==> src/rtl/led_pkg.sv <==
// Shared definitions for the LED blink sequencer family: state encodings,
// default timing parameters and the zero-duration clamp.
package led_pkg;

  localparam int LED_CLK_DIV = 25;
  localparam int LED_TIME_W  = 8;
  localparam int LED_NUM_W   = 4;

  typedef logic [1:0] state_t;

  localparam state_t ST_IDLE = 2'd0;
  localparam state_t ST_ON   = 2'd1;
  localparam state_t ST_OFF  = 2'd2;
  localparam state_t ST_GAP  = 2'd3;

  // A zero duration would never expire cleanly, so it runs as one tick.
  function automatic logic [31:0] dur_clamp(input logic [31:0] d);
    return (d == 32'd0) ? 32'd1 : d;
  endfunction

endpackage

==> src/rtl/led_tick_gen.sv <==
// Prescaler: one-cycle tick every CLK_DIV enabled cycles; holds while i_en
// is low and restarts from zero on i_clr.
module led_tick_gen #(
  parameter int CLK_DIV = 25
) (
  input  logic i_clk,
  input  logic i_rst,
  input  logic i_en,
  input  logic i_clr,
  output logic o_tick
);

  localparam int CW = (CLK_DIV > 1) ? $clog2(CLK_DIV) : 1;
  localparam logic [CW-1:0] LAST = CW'(CLK_DIV - 1);

  logic [CW-1:0] cnt;

  always_ff @(posedge i_clk) begin
    if (i_rst || i_clr) begin
      cnt <= '0;
    end else if (i_en) begin
      cnt <= (cnt == LAST) ? '0 : cnt + 1'b1;
    end
  end

  assign o_tick = i_en && !i_clr && (cnt == LAST);

endmodule

==> src/rtl/led_blink_sequencer.sv <==
// Command-driven LED sequencer: N ON/OFF blinks then a GAP, optionally looped.
// Commands are taken only in IDLE; abort returns to IDLE on the next cycle.
module led_blink_sequencer
  import led_pkg::*;
#(
  parameter int CLK_DIV = LED_CLK_DIV,
  parameter int TIME_W  = LED_TIME_W,
  parameter int NUM_W   = LED_NUM_W
) (
  input  logic              i_clk,
  input  logic              i_rst,
  input  logic              i_en,
  input  logic              i_cmd_valid,
  output logic              o_cmd_ready,
  input  logic [NUM_W-1:0]  i_cmd_count,
  input  logic [TIME_W-1:0] i_cmd_on,
  input  logic [TIME_W-1:0] i_cmd_off,
  input  logic [TIME_W-1:0] i_cmd_gap,
  input  logic              i_cmd_repeat,
  input  logic              i_abort,
  output logic              o_led,
  output logic              o_busy,
  output logic              o_done
);

  state_t state;
  state_t state_nxt;

  logic [NUM_W-1:0]  count_q;
  logic [NUM_W-1:0]  remaining;
  logic [TIME_W-1:0] on_q;
  logic [TIME_W-1:0] off_q;
  logic [TIME_W-1:0] gap_q;
  logic              rpt_q;

  logic [TIME_W-1:0] phase;
  logic [TIME_W-1:0] phase_ld;
  logic [TIME_W-1:0] on_src;
  logic [TIME_W-1:0] off_src;
  logic [TIME_W-1:0] gap_src;

  logic tick;
  logic accept;
  logic abort_act;
  logic expire;
  logic clr_presc;

  assign accept    = i_cmd_valid && o_cmd_ready;
  assign abort_act = i_abort && (state != ST_IDLE);
  assign expire    = tick && (phase == '0);
  assign clr_presc = accept || abort_act;

  led_tick_gen #(
    .CLK_DIV (CLK_DIV)
  ) u_tick_gen (
    .i_clk  (i_clk),
    .i_rst  (i_rst),
    .i_en   (i_en),
    .i_clr  (clr_presc),
    .o_tick (tick)
  );

  // State register
  always_ff @(posedge i_clk) begin
    if (i_rst) begin
      state <= ST_IDLE;
    end else begin
      state <= state_nxt;
    end
  end

  // Next-state logic; abort overrides any expiry in the same cycle.
  always_comb begin
    state_nxt = state;
    case (state)
      ST_IDLE: begin
        if (accept) begin
          state_nxt = (i_cmd_count != '0) ? ST_ON : ST_GAP;
        end
      end
      ST_ON: begin
        if (expire) begin
          state_nxt = ST_OFF;
        end
      end
      ST_OFF: begin
        if (expire) begin
          state_nxt = (remaining > NUM_W'(1)) ? ST_ON : ST_GAP;
        end
      end
      ST_GAP: begin
        if (expire) begin
          if (rpt_q) begin
            state_nxt = (count_q != '0) ? ST_ON : ST_GAP;
          end else begin
            state_nxt = ST_IDLE;
          end
        end
      end
      default: state_nxt = ST_IDLE;
    endcase
    if (abort_act) begin
      state_nxt = ST_IDLE;
    end
  end

  // Outputs
  always_comb begin
    o_cmd_ready = (state == ST_IDLE) && !i_rst;
    o_busy      = (state != ST_IDLE) && !i_rst;
    o_done      = 1'b0;
    if (!i_rst && !abort_act && (state == ST_GAP) && expire && !rpt_q) begin
      o_done = 1'b1;
    end
  end

  // On accept the latched fields are not yet valid, so load from the inputs.
  always_comb begin
    on_src  = accept ? i_cmd_on  : on_q;
    off_src = accept ? i_cmd_off : off_q;
    gap_src = accept ? i_cmd_gap : gap_q;
    phase_ld = '0;
    case (state_nxt)
      ST_ON:   phase_ld = TIME_W'(dur_clamp(32'(on_src))  - 32'd1);
      ST_OFF:  phase_ld = TIME_W'(dur_clamp(32'(off_src)) - 32'd1);
      ST_GAP:  phase_ld = TIME_W'(dur_clamp(32'(gap_src)) - 32'd1);
      default: phase_ld = '0;
    endcase
  end

  always_ff @(posedge i_clk) begin
    if (i_rst) begin
      count_q <= '0;
      on_q    <= '0;
      off_q   <= '0;
      gap_q   <= '0;
      rpt_q   <= 1'b0;
    end else if (accept) begin
      count_q <= i_cmd_count;
      on_q    <= i_cmd_on;
      off_q   <= i_cmd_off;
      gap_q   <= i_cmd_gap;
      rpt_q   <= i_cmd_repeat;
    end
  end

  always_ff @(posedge i_clk) begin
    if (i_rst || abort_act) begin
      phase <= '0;
    end else if (accept || expire) begin
      phase <= phase_ld;
    end else if (tick) begin
      phase <= phase - 1'b1;
    end
  end

  // Decrement only while more than one blink is left, so it never wraps.
  always_ff @(posedge i_clk) begin
    if (i_rst || abort_act) begin
      remaining <= '0;
    end else if (accept) begin
      remaining <= i_cmd_count;
    end else if (expire) begin
      if ((state == ST_OFF) && (remaining > NUM_W'(1))) begin
        remaining <= remaining - 1'b1;
      end else if ((state == ST_GAP) && rpt_q) begin
        remaining <= count_q;
      end
    end
  end

  always_ff @(posedge i_clk) begin
    if (i_rst) begin
      o_led <= 1'b0;
    end else begin
      o_led <= (state_nxt == ST_ON);
    end
  end

endmodule

==> config.mk <==
export PLATFORM = sky130hd
export DESIGN_NAME = led_blink_sequencer
export DESIGN_NICKNAME = d
export VERILOG_FILES = /design/src/rtl/led_pkg.sv /design/src/rtl/led_tick_gen.sv /design/src/rtl/led_blink_sequencer.sv
export SDC_FILE = /design/constraint.sdc
export NUM_CORES = 1
export LEC_CHECK = 0
export BUFFER_PORTS_ARGS = -buffer_cell sky130_fd_sc_hd__buf_2
export CORE_MARGIN = 8
export CORE_UTILIZATION = 52
export DETAILED_ROUTE_END_ITERATION = 8
export GPL_ROUTABILITY_DRIVEN = 0
export MAX_ROUTING_LAYER = met4
export PLACE_DENSITY_LB_ADDON = 0.2
export SYNTH_ARGS = -nofsm -noshare
export SYNTH_HDL_FRONTEND = slang
export SYNTH_SLANG_ARGS = --single-unit
==> constraint.sdc <==
create_clock -name i_clk -period 3 [get_ports i_clk]
set_input_delay 0.45 -clock i_clk [delete_from_list [all_inputs] [get_ports i_clk]]
set_output_delay 0.45 -clock i_clk [all_outputs]
set_load 0.03 [all_outputs]
**Word-level counts from Yosys, hierarchy flattened**

Index checks and enable logic that the tools add are counted.

- Input port bits: 34
- Output and inout port bits: 4
- Memory bits (read-only): 0
- Flip-flop bits (word level): 49
- Bits in latches: 0
- Word-level logic and storage cells: 82
- RAM bits: 0
- Memories kept: 0

- Reductions and logical operators: 33
- Magnitude comparators: 1
- Add/sub/neg operators: 6
- Multiply operators: 0
- Shift operators: 0
- Bitwise operators: 0
- Multiplexer cells: 25
- Div/mod/pow operators: 0
- Eq/ne operators: 7

Operators with widths:

| cell | number |
|---|---|
| 2-to-1 mux 8 bit | 8 |
| zero test 8 bit | 4 |
| subtractor 8 x 1 -> 8 bit, second input constant | 4 |
| case mux 8 bit (3 select lines) | 1 |
| 2-to-1 mux 2 bit | 9 |
| 2-to-1 mux 4 bit | 4 |
| logical AND 1 bit | 13 |
| equality test 2 bit, second input constant | 4 |
| case mux 2 bit (4 select lines) | 1 |
| nonzero test 4 bit | 2 |
| nonzero test 2 bit | 3 |
| adder 5 x 1 -> 5 bit, second input constant | 1 |
| equality test 5 bit, second input constant | 1 |
| 2-to-1 mux 5 bit | 1 |
| equality test 2 x 1 -> 1 bit, second input constant | 2 |
| greater-than comparator 4 x 1 -> 1 bit, second input constant | 1 |
| zero test 1 bit | 4 |
| logical OR 1 bit | 4 |
| subtractor 4 x 1 -> 4 bit, second input constant | 1 |
| nonzero test 3 bit | 1 |
| zero test 2 bit | 1 |
| AND reduction 2 bit | 1 |
| 2-to-1 mux 1 bit | 1 |

**Logic depth before layout (Yosys ltp)**

- Word-level depth: 14
- Mapped depth: 14
- Depth with buffers taken out: 13

**Modules after synthesis**

From an unflattened synthesis, not the netlist that was laid out.

- Cells, all modules: 370
- Area, all modules: 2791.4 um^2

Modules (own cells, without submodules):

| module | times used | cells each | seq. area each (um^2) | area each (um^2) |
|---|---|---|---|---|
| led_blink_sequencer | 1 | 342 | 880.8 | 2547.4 |
| led_tick_gen | 1 | 28 | 100.1 | 244.0 |

**Least setup slack after synthesis**

No wires, ideal clock.

- Path type: register to register
- Start: register phase[2]
- End: register phase[6]
- Arrival time: 3138 ps
- Required time: 2880 ps
- Buffers on the path: 2
- Slack: -258 ps
- Clock period less this slack: 3258 ps
- Stages on the path, launching flop included: 11
- Library setup time: 120 ps
- Cells stage by stage: dfxtp_1 -> or4_1 -> buf_2 -> nor4b_4 -> mux2i_1 -> buf_6 -> mux2i_1 -> mux2i_1 -> or4_4 -> o2111a_1 -> a211o_1

- Word-level cells in the longest chain between the ends: 8
- Elaborated cells between the ends (all ways): 16
- Classes of those cells: add/sub: 1; eq/ne: 3; mux: 8; reduce/logical: 4

RTL lines:

| item | line | text |
|---|---|---|
| start, declared | led_blink_sequencer.sv:36 | `logic [TIME_W-1:0] phase;` |
| start signal, assigned | led_blink_sequencer.sv:151 | `phase <= phase_ld;` |
| start signal, assigned | led_blink_sequencer.sv:153 | `phase <= phase - 1'b1;` |
| zero test 8 bit | led_blink_sequencer.sv:50 | `assign expire = tick && (phase == '0);` |
| logical AND 1 bit | led_blink_sequencer.sv:50 |  |
| 2-to-1 mux 2 bit (on tied branches) | led_blink_sequencer.sv:92, led_blink_sequencer.sv:82, led_blink_sequencer.sv:87 |  |
| case mux 2 bit (4 select lines) | led_blink_sequencer.sv:75 | `case (state)` |
| 2-to-1 mux 2 bit | led_blink_sequencer.sv:102 | `if (abort_act) begin` |
| equality test 2 bit / equality test 2 x 1 -> 1 bit (equally long branches) | led_blink_sequencer.sv:123 | `case (state_nxt)` |
| case mux 8 bit (3 select lines) | led_blink_sequencer.sv:123 |  |
| 2-to-1 mux 8 bit | led_blink_sequencer.sv:150 | `end else if (accept \|\| expire) begin` |

Several ways; a longest one is shown, not always the timed one. The select of a mux whose other input is x is not followed.
A chain may end at the register's enable or synchronous reset.

**Worst setup path in the final report**

- Start: register phase[5]
- End: register phase[6]

The elaborated chain is that of the path after synthesis.

==> results by group <==
Run status
  – Status: finished, violations left
  – Failing checks: setup timing

Hold path
  – Hold-critical path depth: 3
  – Worst hold path class: input pin to flip-flop

Die
  – I/O pin total: 38
  – Core Rows: 26
  – Die Y: 88.9 um
  – Initial Utilization: 54.2%
  – Die Footprint: 0.00791 mm^2
  – Core Area: 0.00511 mm^2
  – Die width: 88.9 um

Worst setup path
  – FF-to-FF setup slack: -0.07 ns
  – CP bufs+invs: 1
  – Worst setup path end: phase[6]$_SDFFE_PP0P_
  – Crit path depth: 9
  – Worst Setup SP: phase[5]$_SDFFE_PP0P_
  – Worst reg2reg path depth: 9
  – Worst R2R End: phase[6]$_SDFFE_PP0P_
  – Max incr delay on CP: 0.55 ns
  – Crit-path leading delay family: simple AND/OR/NAND/NOR gates
  – Crit. End Element: flip-flop
  – CP Max Fanout: 8
  – WP data required: 3.19 ns
  – Startpoint types: flip-flop
  – Slowest cell on crit path: or4_4
  – Worst reg2reg path startpoint: phase[5]$_SDFFE_PP0P_
  – Critical path class: flip-flop to flip-flop
  – Worst path arrival time: 3.26 ns
  – Cell Chain, Critical Path: or4_4 > nor4b_4 > mux2i_2 > buf_6 > mux2i_2 > mux2i_1 > or4_4 > o2111a_1 > a211o_1

Timing
  – Final setup fails: 1
  – Worst Clk Skew: 0.0143 ns
  – Min setup slack post-route: -0.0704 ns
  – Period Utilization, post-route: 102%
  – Worst Max-Slew Pin Slew: 0.815 ns
  – Endpoints failing hold: 0
  – Min cycle time layout: 3.07 ns
  – Rel. slew slack: 44.8%
  – Final Max Tran Viols: 0
  – RSZ-0062 raised after global routing: true
  – Highest clock rate: 326 MHz

Clocking
  – Worst-path clk slew: 0.09 ns
  – Root Buffer: clkbuf_8
  – Clk sinks: 49
  – CTS Buf Count: 5
  – Worst-skew pair later-pin latency: 0.30 ns
  – Max Buffers Root-to-Sink: 2
  – CTS H-tree lvls: 2
  – CTS Hold Bufs: 0
  – CTS tree: yes

Finish
  – Reg area: 987 um^2
  – # fillers: 459
  – Diodes inserted: 0
  – Fin nets: 455
  – Area grow syn2layout: 24.2%
  – Layout cells sized above 1: 28.9%
  – Multi-input logic area: 0.00172 mm^2

Synthesis
  – Post-synthesis area per instance: 8.07 um^2
  – Async S/R FF share, synth: 0%
  – Post-synth top area share: 35.5%
  – Mapped Area: 0.00277 mm^2
  – Post-synth EDFFs: 0
  – Area contributors post-synth: dfxtp_1 35%, nand2_1 7.7%, mux2i_1 7.6%, a21oi_1 5.4%, nor2_1 5.0%
  – YS warnings: 0
  – Syn Nets: 384
  – Cell taking the most area after synthesis: dfxtp_1
  – Distinct cells, synth: 57
  – Ys flop type: dfxtp_1
  – Cells after Synth: 343
  – FF+latch count, synth: 49
  – Sequential fraction of the synthesis area: 35.5%

Placed design
  – Place WS: -0.123 ns
  – # port buffers: 37
  – Final HPWL DP: 5570 um

Detailed routing
  – Wire per inst: 15.3 um
  – Routed met2 length: 3550 um
  – Vias/cell: 5.63
  – M1 wire length: 3530 um
  – Top routing layer in use: met4
  – Met3 Wirelength: 268 um
  – Iteration-0 DRC Markers: 214
  – Drt drc: 0
  – Pre-antenna DRT Iters: 4
  – Post-route ant nets: 0
  – Final wirelength: 7410 um
  – Via count: 2731

Global routing
  – Remaining global-route overflow: 0
  – Total GRT Usage: 20.1%
  – Initial antenna violation count: 0
  – Pin count of the biggest net entering global routing: 36
  – Number of global-route vias before repair: 2729
  – Global-route wire length before repair: 12600 um

Pwr
  – Pwr Density: 451 mW/mm^2
  – Pleak: 0.00141 uW
  – VDD IR max: 0.400 mV
  – Overall power: 1550 uW

Job
  – Maxcap violations: 0
==> Yosys cell counts, drive strengths merged, types with 2 or more instances <==
cell type  instances
mux2               5
a221oi             2
xor2               4
or2                2
inv                9
nor2              37
a211o              2
ha                 7
mux2i             21
clkbuf            10
nand2             57
nor2b              5
buf                6
nand3              5
a211oi             2
o211ai             3
a2111oi            2
dfxtp             49
a21oi             30
nor4b              2
nand4              3
or4                4
nand2b             4
a311oi             5
nor3b              2
nor3              12
nor4              10
o21ai             18
xnor2              4
==> repair_timing <==
action                                  4_1_cts  5_1_grt
buffers inserted                              1        2
cloned                                        0        0
gates resized for setup                       6        9
endpoints found under the setup margin        6        7
pin swaps                                     1        7
==> how the worst min path moves through the flow <==
stage | startpoint | to | slack [ns]
final | i_cmd_repeat | rpt_q$_SDFFE_PP0N_ | 0.36
after global routing | i_cmd_repeat | rpt_q$_SDFFE_PP0N_ | 0.36
after CTS | i_cmd_repeat | rpt_q$_SDFFE_PP0N_ | 0.35
after detailed placement | gap_q[0]$_SDFF_PP0_ | gap_q[0]$_SDFF_PP0_ | 0.45
after global placement | gap_q[0]$_SDFF_PP0_ | gap_q[0]$_SDFF_PP0_ | 0.45
after floorplan | on_q[0]$_SDFF_PP0_ | on_q[0]$_SDFF_PP0_ | 0.44
==> cells by family after synthesis <==
logic type / after synthesis / synth area share (%)
compound gates: 77 / 17.6
xor+xnor: 8 / 2.53
fa+ha+maj: 7 / 3.17
buf+inv: 25 / 5.02
flops: 49 / 35.5
mux: 26 / 9.63
simple gates: 151 / 26.6
==> worst reg2reg max path, delay by kind of cell, from the launching register on <==
kind	cells	cell delay [ns]
AO/OA/AOI/OAI	2	0.45
multiplexers	3	0.63
buffers and inverters	1	0.19
flip-flops	1	0.33
AND/OR/NAND/NOR	3	1.37
==> cells in the final DEF (no fill, tap or decap), types with 6 or more instances in the layout <==
cell / Yosys / routed
nor4_1: 10 / 10
dfxtp_1: 49 / 46
inv_1: 9 / 8
nor2_1: 37 / 37
a21oi_1: 30 / 30
ha_1: 7 / 6
mux2i_1: 21 / 18
nand2_1: 57 / 57
nor3_1: 12 / 10
buf_2: 1 / 37
buf_4: 1 / 42
o21ai_0: 17 / 17
==> state kept, by name, indices dropped and copies added, names as in the netlist <==
register	flops
on_q	8
rpt_q	1
phase	8
o_led	1
off_q	8
count_q	4
gap_q	8
u_tick_gen.cnt	5
remaining	4
state	2
==> routing by layer <==
layer / up-vias / track usage [%]
li1: 1369 / -
met1: 1295 / 25.1
met2: 60 / 33.2
met3: 7 / 2.76
met4: 0 / 5.59
met5: - / -
==> final cells by class <==
cell class                 instances  area share, %
multi-input combinational        269           50.2
sequential                        49           28.7
timing repair buffer              80           14.9
tap                               70           2.55
clock buffer                       5           2.00
inverter                           9          0.984
clock inverter                     3          0.619
==> report_power, final <==
group	total [uW]	switching [uW]	leakage, uW	internal, uW
Clock	401	235	0.0000445	166
Sequential	715	27.3	0.000402	688
Combinational	431	223	0.000961	208
Total	1550	486	0.00141	1060
==> through the flow <==
stage	hold WS [ns]	instance area (um^2)	cells	utilization [%]	setup TNS [ns]
after floorplan	0.436	2790	343	-	-0.132
after global placement	0.446	3260	474	63.8	-0.0924
after detailed placement	0.450	3260	474	63.8	-0.334
after CTS	0.354	3380	483	66.2	-0.145
after global routing	0.365	3430	485	67.2	-0.538
final	0.358	3430	485	67.2	-0.0704
No activity file was read; power rests on OpenSTA's default activity.
